`config.mk`:
```
export PLATFORM = sky130hd
export DESIGN_NAME = usb_reg_master
export DESIGN_NICKNAME = d
export VERILOG_FILES = /design/src/rtl/usb_reg_master_pkg.sv /design/src/rtl/usb_rd_fifo.sv /design/src/rtl/usb_reg_master.sv
export SDC_FILE = /design/constraint.sdc
export NUM_CORES = 1
export LEC_CHECK = 0
export CAP_MARGIN = 0
export CORE_UTILIZATION = 54
export DETAILED_ROUTE_END_ITERATION = 10
export GPL_ROUTABILITY_DRIVEN = 0
export PLACE_DENSITY = 0.8
export SLEW_MARGIN = 10
export SYNTH_ARGS = -nofsm -noshare
export SYNTH_HDL_FRONTEND = slang
export SYNTH_SLANG_ARGS = --single-unit
```
`constraint.sdc`:
```
create_clock -name clk_usb -period 2.96 [get_ports clk_usb]
set_input_delay 0.592 -clock clk_usb [delete_from_list [all_inputs] [get_ports clk_usb]]
set_output_delay 0.592 -clock clk_usb [all_outputs]
set_load 0.005 [all_outputs]
```
`src/rtl/usb_reg_master_pkg.sv`:
```
// usb_reg_master_pkg: packet layout constants and helpers shared by the USB
// register-bus initiator and its read-return FIFO.
package usb_reg_master_pkg;

    // Command byte: bit position of the read flag (1 = read, 0 = write)
    localparam int unsigned CMD_READ_BIT = 0;

    // Byte offsets within a command packet
    localparam int unsigned PKT_OFS_CMD  = 0;
    localparam int unsigned PKT_OFS_ADDR = 1;
    localparam int unsigned PKT_OFS_LEN  = 2;
    localparam int unsigned PKT_OFS_DATA = 3;

    // A LEN byte of zero encodes a 256-byte transfer
    localparam bit LEN_ZERO_MEANS_256 = 1'b1;

    // Width of the remaining-bytes counter (holds 1..256)
    localparam int unsigned REM_W = 9;

    // Convert the LEN byte into a transfer length
    function automatic logic [REM_W-1:0] decode_len(input logic [7:0] len);
        if (LEN_ZERO_MEANS_256 && (len == 8'd0))
            return REM_W'(256);
        return REM_W'(len);
    endfunction

endpackage

```
`src/rtl/usb_rd_fifo.sv`:
```
// usb_rd_fifo: synchronous first-word-fall-through FIFO for read-return bytes.
// Ports: clk_usb/reset_n clock and async active-low reset; wr_en/wr_data push;
// rd_en pop; rd_data head of FIFO (valid when !empty); count/full/empty status.
module usb_rd_fifo
    import usb_reg_master_pkg::*;
#(
    parameter int unsigned DEPTH = 4
) (
    input  logic                       clk_usb,
    input  logic                       reset_n,
    input  logic                       wr_en,
    input  logic [7:0]                 wr_data,
    input  logic                       rd_en,
    output logic [7:0]                 rd_data,
    output logic [$clog2(DEPTH):0]     count,
    output logic                       full,
    output logic                       empty
);

    localparam int unsigned AW = $clog2(DEPTH);
    localparam int unsigned CW = AW + 1;

    logic [7:0]    mem [DEPTH];
    logic [AW-1:0] wr_ptr;
    logic [AW-1:0] rd_ptr;
    logic          push;
    logic          pop;

    assign full    = (count == CW'(DEPTH));
    assign empty   = (count == '0);
    assign push    = wr_en & ~full;
    assign pop     = rd_en & ~empty;
    assign rd_data = mem[rd_ptr];

    // Storage array, no reset needed: entries are only read once written
    always_ff @(posedge clk_usb) begin
        if (push)
            mem[wr_ptr] <= wr_data;
    end

    // Pointers wrap naturally because DEPTH is a power of two
    always_ff @(posedge clk_usb or negedge reset_n) begin
        if (!reset_n) begin
            wr_ptr <= '0;
            rd_ptr <= '0;
            count  <= '0;
        end else begin
            if (push)
                wr_ptr <= wr_ptr + AW'(1);
            if (pop)
                rd_ptr <= rd_ptr + AW'(1);
            count <= count + CW'(push) - CW'(pop);
        end
    end

endmodule

```
`src/rtl/usb_reg_master.sv`:
```
// usb_reg_master: parses CMD/ADDR/LEN[/DATA] packets from an inbound byte
// stream and drives the shared register bus one byte per strobe; read data is
// returned on an outbound byte stream with backpressure.
// Ports: clk_usb/reset_n clock and async active-low reset; s_* inbound bytes;
// m_* read-return bytes; reg_* register bus; busy = work outstanding.
module usb_reg_master
    import usb_reg_master_pkg::*;
#(
    parameter int unsigned pBYTECNT_SIZE = 7,
    parameter int unsigned pRDFIFO_DEPTH = 4
) (
    input  logic                     clk_usb,
    input  logic                     reset_n,
    input  logic [7:0]               s_data,
    input  logic                     s_valid,
    output logic                     s_ready,
    output logic [7:0]               m_data,
    output logic                     m_valid,
    input  logic                     m_ready,
    output logic [7:0]               reg_address,
    output logic [pBYTECNT_SIZE-1:0] reg_bytecnt,
    output logic [7:0]               reg_datao,
    input  logic [7:0]               reg_datai,
    output logic                     reg_read,
    output logic                     reg_write,
    output logic                     busy
);

    localparam int unsigned CW = $clog2(pRDFIFO_DEPTH) + 1;

    typedef enum logic [2:0] {
        ST_IDLE  = 3'd0,
        ST_ADDR  = 3'd1,
        ST_LEN   = 3'd2,
        ST_WRITE = 3'd3,
        ST_READ  = 3'd4,
        ST_DRAIN = 3'd5
    } state_t;

    state_t                   state;
    logic                     is_read;
    logic [REM_W-1:0]         remaining;
    logic [pBYTECNT_SIZE-1:0] index;
    logic                     rd_pend;   // responder data valid this cycle
    logic [7:0]               rd_data;
    logic [CW-1:0]            rd_count;
    logic                     rd_full;
    logic                     rd_empty;
    logic                     credit_ok;

    usb_rd_fifo #(
        .DEPTH (pRDFIFO_DEPTH)
    ) u_rd_fifo (
        .clk_usb (clk_usb),
        .reset_n (reset_n),
        .wr_en   (rd_pend),
        .wr_data (reg_datai),
        .rd_en   (m_ready),
        .rd_data (rd_data),
        .count   (rd_count),
        .full    (rd_full),
        .empty   (rd_empty)
    );

    // Decode of registered state only; no input-to-output path
    assign s_ready = (state == ST_IDLE) || (state == ST_ADDR) ||
                     (state == ST_LEN)  || (state == ST_WRITE);
    assign m_valid = ~rd_empty;
    assign m_data  = rd_empty ? 8'h00 : rd_data;
    assign busy    = (state != ST_IDLE) || ~rd_empty || reg_write || reg_read || rd_pend;

    // Conservative credit: both outstanding reads are counted and pops ignored,
    // so the FIFO cannot overflow even if m_ready stays low
    assign credit_ok = ((32'(rd_count) + 32'(rd_pend) + 32'(reg_read)) < pRDFIFO_DEPTH) && !rd_full;

    // Packet parser and bus driver
    always_ff @(posedge clk_usb or negedge reset_n) begin
        if (!reset_n) begin
            state       <= ST_IDLE;
            is_read     <= 1'b0;
            remaining   <= '0;
            index       <= '0;
            rd_pend     <= 1'b0;
            reg_address <= '0;
            reg_bytecnt <= '0;
            reg_datao   <= '0;
            reg_read    <= 1'b0;
            reg_write   <= 1'b0;
        end else begin
            reg_read  <= 1'b0;
            reg_write <= 1'b0;
            rd_pend   <= reg_read;
            case (state)
                ST_IDLE: begin
                    if (s_valid) begin
                        is_read <= s_data[CMD_READ_BIT];
                        state   <= ST_ADDR;
                    end
                end
                ST_ADDR: begin
                    if (s_valid) begin
                        reg_address <= s_data;
                        state       <= ST_LEN;
                    end
                end
                ST_LEN: begin
                    if (s_valid) begin
                        remaining <= decode_len(s_data);
                        index     <= '0;
                        state     <= is_read ? ST_READ : ST_WRITE;
                    end
                end
                ST_WRITE: begin
                    if (s_valid) begin
                        reg_write   <= 1'b1;
                        reg_datao   <= s_data;
                        reg_bytecnt <= index;
                        index       <= index + pBYTECNT_SIZE'(1);
                        remaining   <= remaining - REM_W'(1);
                        if (remaining == REM_W'(1))
                            state <= ST_IDLE;
                    end
                end
                ST_READ: begin
                    // Leave once the final strobe has been driven
                    if (remaining == '0) begin
                        state <= ST_DRAIN;
                    end else if (credit_ok) begin
                        reg_read    <= 1'b1;
                        reg_bytecnt <= index;
                        index       <= index + pBYTECNT_SIZE'(1);
                        remaining   <= remaining - REM_W'(1);
                    end
                end
                ST_DRAIN: begin
                    state <= ST_IDLE;
                end
                default: begin
                    state <= ST_IDLE;
                end
            endcase
        end
    end

endmodule

```
==> impl_metrics.json, run 1 <==
{
  "syn_area_per_cell_sq_um": 13.1,
  "dp.final_hpwl_microns": 5310,
  "rows": 30,
  "die_area_sq_mm": 0.00758,
  "setup_viol": 0,
  "post-route-min-period_ps": 2780,
  "final_common_cell": "clkdlybuf4s50_1",
  "seq_area_frac_synth_pct": 58.5,
  "vias": 2606,
  "netlist_instances": 299,
  "grt.total_usage_pct": 22.1,
  "vias_per_cell": 5.68,
  "post_cts_buffers": 0,
  "drive_above_1_share_pct": 16.5,
  "die_width_microns": 87.1,
  "grt_pass1_wl_microns": 12500,
  "synth_flop_cell": "dfrtp_1",
  "totalWireLength_microns": 7600,
  "pre_cts_slack_ps": 542,
  "tns_ps": 0,
  "ctsHoldBuffers": 0,
  "die_y_microns": 87.1,
  "synth_area_sq_mm": 0.00391,
  "syn-num-nets": 331,
  "cp.required_ps": 2370,
  "clk_pin_slew_ps": 80,
  "cp-end-kind": "primary output",
  "mostFrequentLayoutCells": "clkdlybuf4s50_1, dfrtp_1, edfxtp_1",
  "start_util_pct": 56.6,
  "grt_start_max_net_pins": 29,
  "cts_max_level": 3,
  "status": "completed",
  "synth_edf_count": 32,
  "cp_max_fo": 6,
  "synth-async-reset-ratio_pct": 62.4,
  "power_leakage_nw": 1.89,
  "post_cts_resized": 0,
  "cts_buffers": 9,
  "antenna_cells": 0,
  "worst_clock_skew_ps": 9.92,
  "wire_per_inst_microns": 16.6,
  "power_mw": 4.29,
  "crit_type": "reg -> out",
  "drv_cap": 0,
  "final_area_sq_mm": 0.00477,
  "fmax_mhz": 360,
  "worst_slack_ps": 183,
  "io_buffers": 55,
  "finalHoldViolCount": 0,
  "grt_pass1_vias": 2466,
  "layout.nets": 390,
  "grt_setup_unrepaired": "false",
  "ys_ff_latch": 85,
  "worstPathArrival_ps": 2180,
  "ant_nets": 0,
  "antenna_found_initial": 0,
  "overflow": 0,
  "ys_warn_count": 0,
  "cts_tree": "done",
  "ys_types": 52,
  "first_iter_violations": 174,
  "insertion_delay_ps": 350,
  "p_per_area_mw_per_mm2": 900,
  "cts_root_buf": "clkbuf_8",
  "ios": 56,
  "slew_violations": 0,
  "worstMarginPinSlew_ps": 728,
  "cts.path.max_buffers": 2,
  "ir_drop_v": 0.000384,
  "slew_headroom_pct": 51.2,
  "synthToLayoutAreaGrowth_pct": 22.1,
  "drcViolationCount": 0,
  "cts.sinks": 85,
  "dr.pass1.iters": 4,
  "min_path_type": "in -> async",
  "coreArea_sq_mm": 0.00691,
  "cp-start-kind": "flip-flop",
  "placed_area_sq_mm": 0.00457,
  "finalCritPeriodShare_pct": 93.8
}
critical path: stages, from the launching register on:
cell and delay (ps):
dfrtp_1 540, buf_12 180, mux4_2 470, and2_1 180
clkdlybuf4s50_1 470
registers in the layout (all words and copies together) (netlist names):
name	cells
u_rd_fifo.wr_ptr	2
is_read	1
reg_write	1
reg_bytecnt	7
u_rd_fifo.rd_ptr	2
remaining	9
rd_pend	1
index	7
u_rd_fifo.mem	32
reg_datao	8
reg_address	8
reg_read	1
state	3
u_rd_fifo.count	3
Yosys cell counts, types with 3 or more instances:
master / number / area [sq um]
nor3_1: 4 / 20.0
dfrtp_1: 53 / 1330
nand4_1: 3 / 18.8
nor4_1: 5 / 31.3
mux2_2: 17 / 191
xnor2_1: 3 / 26.3
ha_1: 11 / 138
nor2_1: 12 / 45.0
nor2b_1: 3 / 18.8
a21oi_1: 12 / 60.1
nand2_1: 31 / 116
nand3_1: 10 / 50.1
mux4_2: 8 / 180
o22a_1: 5 / 43.8
and2_1: 14 / 87.6
o21ai_0: 5 / 25.0
and3_1: 4 / 25.0
buf_2: 8 / 40.0
inv_1: 11 / 41.3
edfxtp_1: 32 / 961
a31oi_1: 9 / 56.3
final timing paths:
check                                                start                           end  slack (ps)  depth (start not counted)
setup reg to reg              u_rd_fifo.count[2]$_DFF_PN0_  u_rd_fifo.count[2]$_DFF_PN0_         590                          7
hold / removal                                     reset_n    reg_bytecnt[4]$_DFFE_PN0P_         260                          1
setup / recovery           u_rd_fifo.rd_ptr[0]$_DFFE_PN0P_                     m_data[1]         180                          4
max in group asynchronous                          reset_n      reg_datao[6]$_DFFE_PN0P_        2130                          2
hold reg to reg                         reg_read$_DFF_PN0_             rd_pend$_DFF_PN0_         450                          0
min in group clk_usb                    reg_read$_DFF_PN0_             rd_pend$_DFF_PN0_         450                          0
metrics by stage:
step	instances	hold slack (ps)	util [%]
detailed placement	443	431	66.1
global route	459	294	69.1
finish	459	259	69.1
floorplan	299	296	-
global placement	443	425	66.1
CTS	459	272	69.1
layout make-up:
class | count | area (sq um)
Clock buffer | 13 | 163
Clock inverter | 3 | 43.8
Fill cell | 508 | 2130
Inverter | 13 | 53.8
Multi-Input combinational cell | 190 | 1500
Sequential cell | 85 | 2290
Tap cell | 96 | 120
Timing Repair Buffer | 59 | 601
cells by family after synthesis:
| family | share of synthesized area (%) |
|---|---|
| fa+ha+maj | 4.03 |
| compound gates | 10.0 |
| buf+inv | 2.98 |
| flops | 58.5 |
| mux | 9.77 |
| xor+xnor | 0.897 |
| simple gates | 13.8 |
report_power, final:
part	switching [mW]	internal [mW]	total, mW	leakage [nW]
clock network	0.390	0.446	0.836	0.107
registers	0.253	1.53	1.79	0.930
logic	0.764	0.909	1.67	0.854
layer usage:
| metal | GRT usage, % | share of wire [%] | wire (microns) | up-vias |
|---|---|---|---|---|
| li1 | - | - | - | 1224 |
| met1 | 31.0 | 46 | 3500 | 1301 |
| met2 | 33.4 | 47 | 3570 | 70 |
| met3 | 5.12 | 5.3 | 406 | 11 |
| met4 | 9.09 | 1.7 | 129 | 0 |
| met5 | 0 | 0 | 0 | - |
Note: power is estimated with default switching activity, not from simulation.
==> run 2, diff against run 1 <==
ABC_CLOCK_PERIOD_IN_PS = 2960   (was not set)
==> results of run 2 <==
No change in the layout: final DEF, timing and power equal those of run 1.
